--- src/rtl/alu_arbiter.sv ---
// ---------------------------------------------------------------------------
// alu_arbiter
//   Shares one negedge-clocked ALU between two requesters (req0, req1) using
//   round-robin arbitration. Each side has a valid/ready request port and a
//   valid/ready response port. Only one operation is in flight at a time:
//   IDLE (arbitrate/accept) -> ISSUE (ALU computes on the negedge) ->
//   RESP (hold result until consumed) -> IDLE.
//
// Parameters
//   WIDTH    operand/result width (must match the ALU)
//   IDLE_OP  ALUOp driven while no operation is in flight
//
// Ports
//   clock, reset_n              clock (posedge), asynchronous active-low reset
//   reqN_valid/ready            request handshake, N = 0,1
//   reqN_rs/rt/op               operands and op (01 ADD, 10 SUB, 11 AND, 00 NOP)
//   rspN_valid/ready/data       response handshake and result
//   rspN_ovf                    signed overflow flag (only with ALU_OVF_EN)
//   alu_rs/alu_rt/alu_op        registered operands/op driven to the ALU
//   alu_result                  ALU result (ALU updates it on the negedge)
//
// Build option
//   ALU_OVF_EN  when defined, adds rsp0_ovf/rsp1_ovf registered with the data.
// ---------------------------------------------------------------------------
module alu_arbiter #(
  parameter int         WIDTH   = 32,
  parameter logic [1:0] IDLE_OP = 2'b00
) (
  input  logic             clock,
  input  logic             reset_n,
  input  logic             req0_valid,
  output logic             req0_ready,
  input  logic [WIDTH-1:0] req0_rs,
  input  logic [WIDTH-1:0] req0_rt,
  input  logic [1:0]       req0_op,
  input  logic             req1_valid,
  output logic             req1_ready,
  input  logic [WIDTH-1:0] req1_rs,
  input  logic [WIDTH-1:0] req1_rt,
  input  logic [1:0]       req1_op,
  output logic             rsp0_valid,
  input  logic             rsp0_ready,
  output logic [WIDTH-1:0] rsp0_data,
  output logic             rsp1_valid,
  input  logic             rsp1_ready,
  output logic [WIDTH-1:0] rsp1_data,
`ifdef ALU_OVF_EN
  output logic             rsp0_ovf,
  output logic             rsp1_ovf,
`endif
  output logic [WIDTH-1:0] alu_rs,
  output logic [WIDTH-1:0] alu_rt,
  output logic [1:0]       alu_op,
  input  logic [WIDTH-1:0] alu_result
);

  localparam logic [1:0] OP_ADD = 2'b01;
  localparam logic [1:0] OP_SUB = 2'b10;

  typedef enum logic [1:0] {
    ST_IDLE  = 2'd0,
    ST_ISSUE = 2'd1,
    ST_RESP  = 2'd2
  } state_t;

  state_t state_reg;
  state_t state_next;

  logic owner_reg;       // requester that owns the in-flight operation
  logic last_grant_reg;  // most recent winner; the other side wins a tie
  logic grant;           // requester selected this cycle (valid when grant_valid)
  logic grant_valid;
  logic rsp_ready_owner;

  // Arbitration: a lone requester wins; on a tie the one that did not win last.
  always_comb begin
    grant_valid = req0_valid | req1_valid;
    if (req0_valid && req1_valid) begin
      grant = ~last_grant_reg;
    end else begin
      grant = req1_valid;
    end
  end

  assign rsp_ready_owner = owner_reg ? rsp1_ready : rsp0_ready;

  // State register
  always_ff @(posedge clock or negedge reset_n) begin
    if (!reset_n) begin
      state_reg <= ST_IDLE;
    end else begin
      state_reg <= state_next;
    end
  end

  // Next-state logic
  always_comb begin
    state_next = state_reg;
    case (state_reg)
      ST_IDLE:  if (grant_valid) state_next = ST_ISSUE;
      ST_ISSUE: state_next = ST_RESP;
      ST_RESP:  if (rsp_ready_owner) state_next = ST_IDLE;
      default:  state_next = ST_IDLE;
    endcase
  end

  // FSM outputs: ready is only ever offered in IDLE, and only to the winner.
  always_comb begin
    req0_ready = 1'b0;
    req1_ready = 1'b0;
    if (state_reg == ST_IDLE && grant_valid) begin
      req0_ready = ~grant;
      req1_ready = grant;
    end
  end

`ifdef ALU_OVF_EN
  // Overflow is judged in ISSUE, where alu_rs/alu_rt/alu_op still hold the
  // captured operation and alu_result holds the ALU's answer for it.
  logic ovf_calc;
  always_comb begin
    ovf_calc = 1'b0;
    if (alu_op == OP_ADD) begin
      ovf_calc = (alu_rs[WIDTH-1] == alu_rt[WIDTH-1]) &&
                 (alu_result[WIDTH-1] != alu_rs[WIDTH-1]);
    end else if (alu_op == OP_SUB) begin
      ovf_calc = (alu_rs[WIDTH-1] != alu_rt[WIDTH-1]) &&
                 (alu_result[WIDTH-1] != alu_rs[WIDTH-1]);
    end
  end
`endif

  // Datapath: ALU operand registers, ownership, response registers.
  always_ff @(posedge clock or negedge reset_n) begin
    if (!reset_n) begin
      alu_rs         <= '0;
      alu_rt         <= '0;
      alu_op         <= IDLE_OP;
      owner_reg      <= 1'b0;
      last_grant_reg <= 1'b1;
      rsp0_valid     <= 1'b0;
      rsp1_valid     <= 1'b0;
      rsp0_data      <= '0;
      rsp1_data      <= '0;
`ifdef ALU_OVF_EN
      rsp0_ovf       <= 1'b0;
      rsp1_ovf       <= 1'b0;
`endif
    end else begin
      case (state_reg)
        ST_IDLE: begin
          if (grant_valid) begin
            alu_rs         <= grant ? req1_rs : req0_rs;
            alu_rt         <= grant ? req1_rt : req0_rt;
            alu_op         <= grant ? req1_op : req0_op;
            owner_reg      <= grant;
            last_grant_reg <= grant;
          end
        end
        ST_ISSUE: begin
          // The ALU sampled alu_* on the preceding negedge; take its result
          // and park the ALU on the idle op. Operands are left as they are.
          alu_op <= IDLE_OP;
          if (owner_reg) begin
            rsp1_data  <= alu_result;
            rsp1_valid <= 1'b1;
`ifdef ALU_OVF_EN
            rsp1_ovf   <= ovf_calc;
`endif
          end else begin
            rsp0_data  <= alu_result;
            rsp0_valid <= 1'b1;
`ifdef ALU_OVF_EN
            rsp0_ovf   <= ovf_calc;
`endif
          end
        end
        ST_RESP: begin
          if (rsp_ready_owner) begin
            rsp0_valid <= 1'b0;
            rsp1_valid <= 1'b0;
          end
        end
        default: ;
      endcase
    end
  end

endmodule

--- config.mk ---
export PLATFORM = sky130hd
export DESIGN_NAME = alu_arbiter
export DESIGN_NICKNAME = d
export VERILOG_FILES = /design/src/rtl/alu_arbiter.sv
export SDC_FILE = /design/constraint.sdc
export NUM_CORES = 1
export LEC_CHECK = 0
export ABC_CLOCK_PERIOD_IN_PS = 1900
export BUFFER_PORTS_ARGS = -buffer_cell sky130_fd_sc_hd__buf_4
export CAP_MARGIN = 20
export CORE_MARGIN = 2
export CORE_UTILIZATION = 35
export DETAILED_ROUTE_END_ITERATION = 8
export PLACE_DENSITY_LB_ADDON = 0.1
export SYNTH_ARGS = -nofsm -noshare
export SYNTH_HDL_FRONTEND = slang
export SYNTH_SLANG_ARGS = --single-unit
--- constraint.sdc ---
create_clock -name clock -period 1.9 [get_ports clock]
set_input_delay 0.19 -clock clock [delete_from_list [all_inputs] [get_ports clock]]
set_output_delay 0.19 -clock clock [all_outputs]
set_load 0.02 [all_outputs]
==> results by group <==
Critical path
  • Worst Setup Path Type: flop to output pin
  • Startpoint class of the critical path: flop
  • CP max FO: 20
  • Reg2reg path depth: 4
  • Worst path cell trace: nor2_4 > and3_4 > buf_12 > buf_4
  • Critical path's slowest cell: dfrtp_2
  • CP Capture Type: output pin
  • CP arrival: 1.63 ns
  • Critical path required time: 1.71 ns
  • CP max stage delay: 0.46 ns

Synth
  • Cell Area, Synth: 5600 sq um
  • Synthesized instance count: 394
  • Yosys cell types: 26
  • Number of synthesized register bits: 136
  • Post-Syn Nets: 564
  • Synthesis Warnings: 0
  • Syn Area/Cell: 14.2 sq um
  • Sequential fraction of the synthesis area: 0.608

CTS
  • CTS tree: built
  • Worst-skew pair later-pin latency: 0.41 ns
  • Sink Count: 136
  • CTS buffer count: 17
  • Max Root-Sink Buffers: 2
  • CTS clock-pin slew for the worst setup and hold paths: 0.06 ns
  • Root Driver: clkbuf_16
  • Htree depth: 4

Pwr
  • Peak supply drop: 0.831 mV
  • Pwr Density: 1720 nW/um^2
  • Leak: 0.00463 uW

Finish
  • Filler cells: 1,258
  • Layout cells sized above 1: 0.512
  • Sequential cell area: 3410 sq um
  • Footprint of the multi-input gates: 2030 sq um
  • Most frequent cells in the layout: buf_4, dfrtp_1, dlygate4sd3_1
  • P&R area growth vs syn: 76.4%
  • Antenna cell count: 0
  • Nets@finish: 967
  • Final non-filler cell total: 1,026
  • Most common cell after layout, fill and taps aside: buf_4

Timing
  • Setup Skew: 0.00615 ns
  • Fmax: 550 MHz
  • Min Tclk post-route: 1.82 ns
  • Rel. slew slack: 0.689
  • Final setup margin: 0.0823 ns
  • Slew Viols, Final: 0
  • Fin crit share: 0.957
  • Tightest Pin Transition: 0.467 ns
  • Number of hold violations in the final report: 0
  • Final Setup Violations: 0

Floorplan
  • Number of top-level pins: 304
  • Starting Density: 0.355
  • Full die area: 17,000 sq um
  • Die extent in y: 130 um
  • Core Area: 15,800 sq um
  • Row count: 46
  • Chip Width: 130 um

Global route
  • Gr ovfl total: 0
  • Number of global-route vias before repair: 5,512
  • First-pass GRT wire length: 28.0 mm
  • Global Route Usage Sum: 0.216
  • Initial antenna violation count: 0
  • Largest net degree at the start of global routing: 55

Drt
  • Per-cell routed wire length: 18.2 um
  • Post-Route WL: 18.7 mm
  • Routed vias: 5,131
  • ANT nets after route: 0
  • Via density: 5.00
  • First-pass iteration count of the detailed router: 4
  • DRT iter0 DRCs: 133
  • DRC viols: 0

Place
  • Dpl cells: 890
  • Final HPWL DP: 12.2 mm
  • Port Buffers: 303
  • Post-place setup slack: 0.223 ns
  • GPL Wtd Cong: 0.781

Worst hold path
  • Hold Path Stages: 2
  • Hold crit path type: input pin to flop

Run status
  • Status: complete, no violations

Run
  • Max-capacitance violation count: 0
[final cells by class]
type | count | share of cell area
clock inverter | 10 | 0.0167
tap | 216 | 0.0274
multi-input combinational | 220 | 0.206
clock buffer | 22 | 0.0490
sequential | 136 | 0.345
inverter | 1 | 0.000380
timing repair buffer | 421 | 0.356
[critical path, delay by kind of cell, from the launching register on]
family	cells	cell delay, ns
DFF	1	0.46
and+or+nand+nor	2	0.42
buffers and inverters	2	0.33
[final timing paths]
kind	from	endpoint	slack (ns)
worst max-delay path	state_reg[0]$_DFFE_PN0P_	req1_ready	0.08
worst min-delay path	alu_result[27]	rsp1_data[27]$_DFFE_PN0P_	0.01
worst max register to register	state_reg[1]$_DFFE_PN0P_	rsp1_data[21]$_DFFE_PN0P_	0.24
worst min register to register	rsp1_data[26]$_DFFE_PN0P_	rsp1_data[26]$_DFFE_PN0P_	0.49
max in group asynchronous	reset_n	last_grant_reg$_DFFE_PN1N_	0.92
min in group asynchronous	reset_n	rsp0_data[25]$_DFFE_PN0P_	0.29
[kinds of logic after synthesis]
family                 count (synthesis)  synth area share
DFF                                  136             0.608
buffers and inverters                 38            0.0335
and+or+nand+nor                       15            0.0145
muxes                                 65             0.130
AOI/OAI and AO/OA                    140             0.214
[synthesized netlist by cell type, drive strengths merged]
cell type / n / area, sq um
nor3: 1 / 5.00
nand2: 2 / 7.51
clkbuf: 22 / 82.6
a221o: 66 / 661
nor2: 4 / 17.5
nand3b: 1 / 7.51
mux2i: 1 / 10.0
dfstp: 1 / 26.3
a21boi: 64 / 480
nand2b: 2 / 12.5
and2: 1 / 6.26
o21a: 2 / 15.0
a21oi: 4 / 20.0
dfrtp: 135 / 3380
buf: 15 / 101
inv: 1 / 3.75
and3: 2 / 12.5
o21ai: 4 / 20.0
or2: 2 / 12.5
mux2: 64 / 721
[routing by layer]
layer | up-vias | track usage | part of all wire | wire length (um)
met5 | - | 0 | 0 | 0
met1 | 2538 | 0.236 | 0.39 | 7210
met2 | 226 | 0.384 | 0.51 | 9590
li1 | 2322 | - | - | -
met3 | 45 | 0.0635 | 0.067 | 1250
met4 | 0 | 0.106 | 0.032 | 602
[metrics by stage]
stage               hold slack [ns]   TNS, ns  cell area [sq um]  utilization  power (uW)
floorplan                    -0.106         0               5600            -        9600
global placement              0.155         0               8170        0.518       13000
detailed placement            0.158         0               8170        0.518       13200
CTS                        0.000154   -0.0133               9850        0.624       17000
global route                0.00151  -0.00250               9880        0.626       17900
finish                       0.0144         0               9880        0.626       17000
[power breakdown]
group          switching (uW)  internal (uW)
clock                    1240           2340
combinational            4140           4040
sequential                829           4370
total                    6200          10800
[repair_timing]
| action | in CTS | in global routing |
|---|---|---|
| hold endpoints to repair | 104 | 1 |
| setup endpoints to repair | 2 | 1 |
| resized for setup | 4 | 2 |
| pin swaps | 0 | 2 |
| gates cloned | 0 | 0 |
| setup buffers | 0 | 2 |
| hold buffers | 101 | 1 |
(Power assumes the default switching activity.)
